==> src/rtl/input_conditioner.sv <==
// Cabinet input front end: per-bit sync + tick-gated debounce, coin pulse shaping, mode-change blanking.
// Optional autofire on masked bits when INPUT_CONDITIONER_AUTOFIRE_EN is defined.

module input_conditioner_lane #(
  parameter int DB_W = 2
) (
  input  logic clk_sys,
  input  logic reset_n,
  input  logic tick,
  input  logic raw,
  output logic stable
);
  // Flip on the tick that brings the run of disagreeing samples to 2^DB_W-1.
  localparam logic [DB_W-1:0] LAST = DB_W'((1 << DB_W) - 2);

  logic            s1, s2;
  logic [DB_W-1:0] cnt;

  always_ff @(posedge clk_sys or negedge reset_n) begin
    if (!reset_n) begin
      s1     <= 1'b0;
      s2     <= 1'b0;
      stable <= 1'b0;
      cnt    <= '0;
    end else begin
      s1 <= raw;
      s2 <= s1;
      if (tick) begin
        if (s2 == stable) cnt <= '0;
        else if (cnt == LAST) begin
          stable <= s2;
          cnt    <= '0;
        end else cnt <= cnt + 1'b1;
      end
    end
  end
endmodule

module input_conditioner #(
  parameter int                    NUM_INPUTS = 13,
  parameter int                    DB_W       = 2,
  parameter int                    COIN_IDX   = 8,
  parameter int                    COIN_TICKS = 4,
  parameter int                    MODE_W     = 2,
  parameter int                    MODE_BLANK = 8,
  parameter logic [NUM_INPUTS-1:0] AF_MASK    = 13'h1800,
  parameter int                    AF_PERIOD  = 3
) (
  input  logic                  clk_sys,
  input  logic                  reset_n,
  input  logic                  tick,
  input  logic [MODE_W-1:0]     mode,
  input  logic [NUM_INPUTS-1:0] raw,
  output logic [NUM_INPUTS-1:0] cond,
  output logic                  coin_pulse,
  output logic                  busy
);
  localparam int CCW = $clog2(COIN_TICKS + 1);
  localparam int BCW = $clog2(MODE_BLANK + 1);
  // An out-of-range COIN_IDX shifts out to an all-zero mask, disabling the coin path.
  localparam logic [NUM_INPUTS-1:0] COIN_M = NUM_INPUTS'(1) << COIN_IDX;
  localparam logic [NUM_INPUTS-1:0] AF_M   = AF_MASK & ~COIN_M;

  typedef enum logic [1:0] {C_IDLE, C_PULSE, C_LOCK} coin_st_t;

  logic [NUM_INPUTS-1:0] stable, cond_nxt, cond_q;
  logic [MODE_W-1:0]     mode_q;
  logic [BCW-1:0]        blank_cnt;
  logic                  busy_q, mode_chg;
  coin_st_t              coin_st;
  logic [CCW-1:0]        coin_cnt;
  logic                  coin_lvl, coin_prev, coin_q;

  for (genvar i = 0; i < NUM_INPUTS; i++) begin : g_lane
    input_conditioner_lane #(.DB_W(DB_W)) u_lane (
      .clk_sys (clk_sys),
      .reset_n (reset_n),
      .tick    (tick),
      .raw     (raw[i]),
      .stable  (stable[i])
    );
  end

  assign mode_chg = (mode != mode_q);
  assign coin_lvl = |(stable & COIN_M);

  always_ff @(posedge clk_sys or negedge reset_n) begin
    if (!reset_n) begin
      mode_q    <= '0;
      blank_cnt <= '0;
      busy_q    <= 1'b0;
    end else begin
      mode_q <= mode;
      if (mode_chg) begin
        blank_cnt <= BCW'(MODE_BLANK);
        busy_q    <= 1'b1;
      end else if (busy_q) begin
        if (blank_cnt == '0) busy_q <= 1'b0;
        else if (tick) blank_cnt <= blank_cnt - 1'b1;
      end
    end
  end

  // While blanked, park in LOCK if the coin is down so a held coin never pulses afterwards.
  always_ff @(posedge clk_sys or negedge reset_n) begin
    if (!reset_n) begin
      coin_st   <= C_IDLE;
      coin_cnt  <= '0;
      coin_prev <= 1'b0;
      coin_q    <= 1'b0;
    end else begin
      coin_prev <= coin_lvl;
      if (mode_chg) begin
        coin_st <= C_IDLE;
        coin_q  <= 1'b0;
      end else if (busy_q) begin
        coin_st <= coin_lvl ? C_LOCK : C_IDLE;
        coin_q  <= 1'b0;
      end else begin
        case (coin_st)
          C_IDLE: if (coin_lvl && !coin_prev) begin
            coin_st  <= C_PULSE;
            coin_cnt <= CCW'(COIN_TICKS);
            coin_q   <= 1'b1;
          end
          C_PULSE: if (tick) begin
            if (coin_cnt == CCW'(1)) begin
              coin_st <= C_LOCK;
              coin_q  <= 1'b0;
            end else coin_cnt <= coin_cnt - 1'b1;
          end
          C_LOCK: if (!coin_lvl) coin_st <= C_IDLE;
          default: coin_st <= C_IDLE;
        endcase
      end
    end
  end

`ifdef INPUT_CONDITIONER_AUTOFIRE_EN
  localparam int ACW = $clog2(AF_PERIOD + 1);

  logic [ACW-1:0]        af_cnt;
  logic                  af_phase, af_phase_nxt, af_restart;
  logic [NUM_INPUTS-1:0] af_prev;

  assign af_restart = |(stable & ~af_prev & AF_M);

  // Next phase feeds cond directly so a fresh press fires on its first clock.
  always_comb begin
    af_phase_nxt = af_phase;
    if (af_restart) af_phase_nxt = 1'b1;
    else if (tick && af_cnt == ACW'(AF_PERIOD - 1)) af_phase_nxt = ~af_phase;
  end

  always_ff @(posedge clk_sys or negedge reset_n) begin
    if (!reset_n) begin
      af_cnt   <= '0;
      af_phase <= 1'b1;
      af_prev  <= '0;
    end else begin
      af_prev  <= stable & AF_M;
      af_phase <= af_phase_nxt;
      if (af_restart) af_cnt <= '0;
      else if (tick) af_cnt <= (af_cnt == ACW'(AF_PERIOD - 1)) ? '0 : af_cnt + 1'b1;
    end
  end

  assign cond_nxt = (stable & ~AF_M) | (stable & AF_M & {NUM_INPUTS{af_phase_nxt}});
`else
  // The mask term is absorbed by the OR: masked bits pass as plain levels.
  assign cond_nxt = stable | (stable & AF_M & {NUM_INPUTS{AF_PERIOD > 0}});
`endif

  always_ff @(posedge clk_sys or negedge reset_n) begin
    if (!reset_n) cond_q <= '0;
    else          cond_q <= cond_nxt;
  end

  assign cond       = busy_q ? '0 : ((cond_q & ~COIN_M) | (COIN_M & {NUM_INPUTS{coin_q}}));
  assign coin_pulse = coin_q;
  assign busy       = busy_q;
endmodule
==> config.mk <==
export PLATFORM = sky130hd
export DESIGN_NAME = input_conditioner
export DESIGN_NICKNAME = d
export VERILOG_FILES = /design/src/rtl/input_conditioner.sv
export SDC_FILE = /design/constraint.sdc
export NUM_CORES = 1
export LEC_CHECK = 0
export ABC_AREA = 1
export BUFFER_PORTS_ARGS = -buffer_cell sky130_fd_sc_hd__buf_2
export CAP_MARGIN = 20
export CORE_MARGIN = 2
export CORE_UTILIZATION = 55
export DETAILED_ROUTE_END_ITERATION = 6
export PLACE_DENSITY_LB_ADDON = 0.3
export SYNTH_ARGS = -nofsm -noshare
export SYNTH_HDL_FRONTEND = slang
export SYNTH_SLANG_ARGS = --single-unit
==> constraint.sdc <==
create_clock -name clk_sys -period 1.9 [get_ports clk_sys]
set_clock_uncertainty 0.2 [all_clocks]
set_input_delay 0.285 -clock clk_sys [delete_from_list [all_inputs] [get_ports clk_sys]]
set_output_delay 0.285 -clock clk_sys [all_outputs]
set_load 0.02 [all_outputs]
==> impl_metrics.json <==
{
  "fillers": 551,
  "wl_per_cell_um": 11.55,
  "hold_viol_final": 0,
  "max_slew_margin_pct": 74.12,
  "dp_hpwl_um": 4322,
  "hold_start": "tick",
  "tns_ns": 0,
  "postCtsSetupRepairBufs": 0,
  "crit_slowest_cell": "dfrtp_1",
  "start_util_pct": 55.99,
  "period_share_pct": 88.94,
  "ir_drop_uv": 600.1,
  "portBuffers": 32,
  "combPwrFrac_pct": 22.7,
  "ios": 33,
  "max_freq_mhz": 591.7,
  "switching_power_mw": 1.664,
  "grt_pass1_wl_um": 11010,
  "grtUsageTotal_pct": 18.83,
  "wl_um": 6202,
  "grt_remaining_overflow": 0,
  "crit_path_start_kind": "flip-flop",
  "synth_area_sq_mm": 0.003741,
  "rr_worst_depth": 7,
  "ys_warn_count": 0,
  "synth.distinct_cells": 24,
  "switching_share_pct": 32.43,
  "ys_ff_latch": 91,
  "slowest_delay_ns": 0.38,
  "r2r_slack_ns": 0.38,
  "worstMarginPinSlew_ns": 0.3882,
  "crit_arrival_ns": 1.20,
  "layout-drive-gt1-share_pct": 16.63,
  "total_power_mw": 5.132,
  "diodes": 0,
  "rr_endpoint": "blank_cnt[3]",
  "rsz0062_at_grt": "false",
  "die_h_um": 86.48,
  "p_seq_share_pct": 54.5,
  "reg2reg_from": "blank_cnt[0]",
  "crit_type": "reg2out",
  "viasPerCell": 4.961,
  "cp-end-kind": "primary output",
  "fin_cells": 537,
  "path_clk_slew_ns": 0.08,
  "fin_crit_ns": 1.690,
  "rows": 30,
  "cts_tree": "done",
  "setup_violations": 0,
  "critPathRequiredTime_ns": 1.41,
  "synth-seq-area-share_pct": 60.87,
  "final_area_sq_mm": 0.004352,
  "die_area_sq_mm": 0.007478,
  "clock-sinks": 91,
  "worst-path-max-fanout": 7,
  "status": "complete, no violations",
  "p_per_area_mw_per_mm2": 1179,
  "place_area_sq_mm": 0.004018,
  "drt_iter0_markers": 161,
  "intPower_mw": 3.468,
  "htree_num_levels": 3,
  "holdWs_ns": 0.03103,
  "final_nets": 474,
  "crit_chain": "buf_4 -> nor2_1 -> buf_2",
  "dr.pass1.iters": 4,
  "drv_cap": 0,
  "min_path_type": "in2reg",
  "cts_made_buffers": 9,
  "root_buffer": "clkbuf_8",
  "finalWeightedCongestion": 0.7451,
  "avgSynthCellArea_sq_um": 9.519,
  "core_area_sq_mm": 0.006681,
  "p_leak_nw": 2.225,
  "hold_buffers": 16,
  "vias": 2664,
  "cts.repair.resized": 0,
  "syn_to_final_growth_pct": 16.32,
  "holdPathEnd": "g_lane[12].u_lane.cnt[1]",
  "power_frac_clock_pct": 22.8,
  "clockBufferDepth": 2,
  "ant_nets": 0,
  "drv_slew": 0,
  "die_w_um": 86.48,
  "grt_pass1_vias": 2615,
  "grt_antenna_before_repair": 0,
  "grt_max_degree": 31,
  "hold_depth": 2,
  "drc": 0,
  "synthesis.nets": 415,
  "clock_latency_ns": 0.35,
  "synthCells": 393,
  "dp.cells": 505
}
==> worst max-delay path by stage <==
stage | cells past startpoint | to | start | slack [ns]
2_1_floorplan | 3 | cond[10] | busy | 0.31
4_1_cts | 3 | cond[5] | busy | 0.20
6_report | 3 | cond[5] | busy | 0.21
3_3_place_gp | 7 | g_lane[0].u_lane.stable | tick | 0.44
5_1_grt | 3 | cond[9] | busy | 0.12
3_5_place_dp | 7 | g_lane[10].u_lane.stable | tick | 0.35
==> layout make-up <==
type	count	area (sq um)	share of cell area (%)
Timing Repair Buffer	55	387.9	8.913
Clock buffer	15	166.4	3.824
Multi-Input combinational cell	221	1135	26.08
Tap cell	80	100.1	2.300
Clock inverter	1	7.507	0.1725
Inverter	74	277.8	6.383
Sequential cell	91	2277	52.33
==> state kept, by name, indices dropped and copies added (netlist names) <==
name / count
blank_cnt: 4
busy: 1
coin_cnt: 3
coin_pulse: 1
coin_st: 2
cond_q: 13
g_lane.u_lane.cnt: 26
g_lane.u_lane.s1: 13
g_lane.u_lane.s2: 13
g_lane.u_lane.stable: 13
mode_q: 2
==> cell usage after synthesis <==
| master | count | area share, % |
|---|---|---|
| inv_1 | 69 | 6.9 |
| o22ai_1 | 10 | 1.7 |
| mux2i_1 | 1 | 0.27 |
| nor2_4 | 5 | 1.5 |
| dfrtp_1 | 91 | 61 |
| nand4_1 | 4 | 0.67 |
| a21oi_1 | 6 | 0.80 |
| ha_1 | 4 | 1.3 |
| o21ai_1 | 12 | 1.6 |
| nor2_8 | 1 | 0.54 |
| nand3_1 | 39 | 5.2 |
| xor2_1 | 2 | 0.47 |
| o21a_1 | 1 | 0.20 |
| xnor2_1 | 1 | 0.23 |
| o21ai_0 | 25 | 3.3 |
| buf_6 | 2 | 0.60 |
| inv_2 | 5 | 0.50 |
| nand2_1 | 67 | 6.7 |
| buf_2 | 2 | 0.27 |
| nor2_1 | 29 | 2.9 |
| clkbuf_1 | 1 | 0.10 |
| nand3_2 | 5 | 1.3 |
| buf_4 | 2 | 0.40 |
| nand2_2 | 9 | 1.5 |
==> per-layer routing <==
layer | up-vias | wire length [um] | GRT usage (%)
met1 | 1250 | 2870 | 23.71
met4 | 0 | 93 | 8.665
li1 | 1353 | - | -
met2 | 52 | 3035 | 31.33
met5 | - | 0 | 0
met3 | 9 | 204 | 4.000
==> cells in the final DEF (no fill, tap or decap), types with 2 or more instances in the layout <==
| cell type | synthesis | layout |
|---|---|---|
| clkbuf_1 | 1 | 4 |
| nor2_4 | 5 | 5 |
| clkbuf_8 | 0 | 11 |
| inv_1 | 69 | 69 |
| xor2_1 | 2 | 2 |
| buf_4 | 2 | 7 |
| o21ai_0 | 25 | 25 |
| nand2_2 | 9 | 9 |
| inv_2 | 5 | 5 |
| o22ai_1 | 10 | 10 |
| nand4_1 | 4 | 4 |
| a21oi_1 | 6 | 6 |
| o21ai_1 | 12 | 12 |
| nand3_1 | 39 | 39 |
| dlygate4sd3_1 | 0 | 16 |
| nand3_2 | 5 | 5 |
| nand2_1 | 67 | 67 |
| ha_1 | 4 | 4 |
| dfrtp_1 | 91 | 91 |
| nor2_1 | 29 | 29 |
| buf_2 | 2 | 31 |
==> logic make-up (layout without fill, tap and decap cells) <==
kind of cell | Yosys count | count (layout) | share of synthesized area [%]
mux | 1 | 1 | 0.2676
compound gates | 54 | 54 | 7.626
flops | 91 | 91 | 60.87
fa+ha+maj | 4 | 4 | 1.338
xor+xnor | 3 | 3 | 0.7025
buf+inv | 81 | 145 | 8.796
simple gates | 159 | 159 | 20.40
==> critical path, delay by kind of cell, from the launching register on <==
kind | cells | cell delay, ns
flip-flops | 1 | 0.38
buffers and inverters | 2 | 0.35
AND/OR/NAND/NOR | 1 | 0.12
==> stage by stage <==
| step | worst slack, ns | utilization (%) |
|---|---|---|
| finish | 0.2101 | 65.13 |
| global route | 0.1175 | 65.13 |
| CTS | 0.1974 | 65.13 |
| detailed placement | 0.3487 | 60.13 |
| global placement | 0.4371 | 60.13 |
| floorplan | 0.3059 | - |
==> power by group through the flow <==
stage	clock network, mW	logic (mW)	registers, mW
6_report	1.17	1.17	2.80
5_1_grt	1.28	1.36	2.87
4_1_cts	1.20	1.18	2.80
3_5_place_dp	0	1.14	2.84
3_3_place_gp	0	1.08	2.80
2_1_floorplan	0	0.890	2.76
Power figures use the tool's default switching activity.
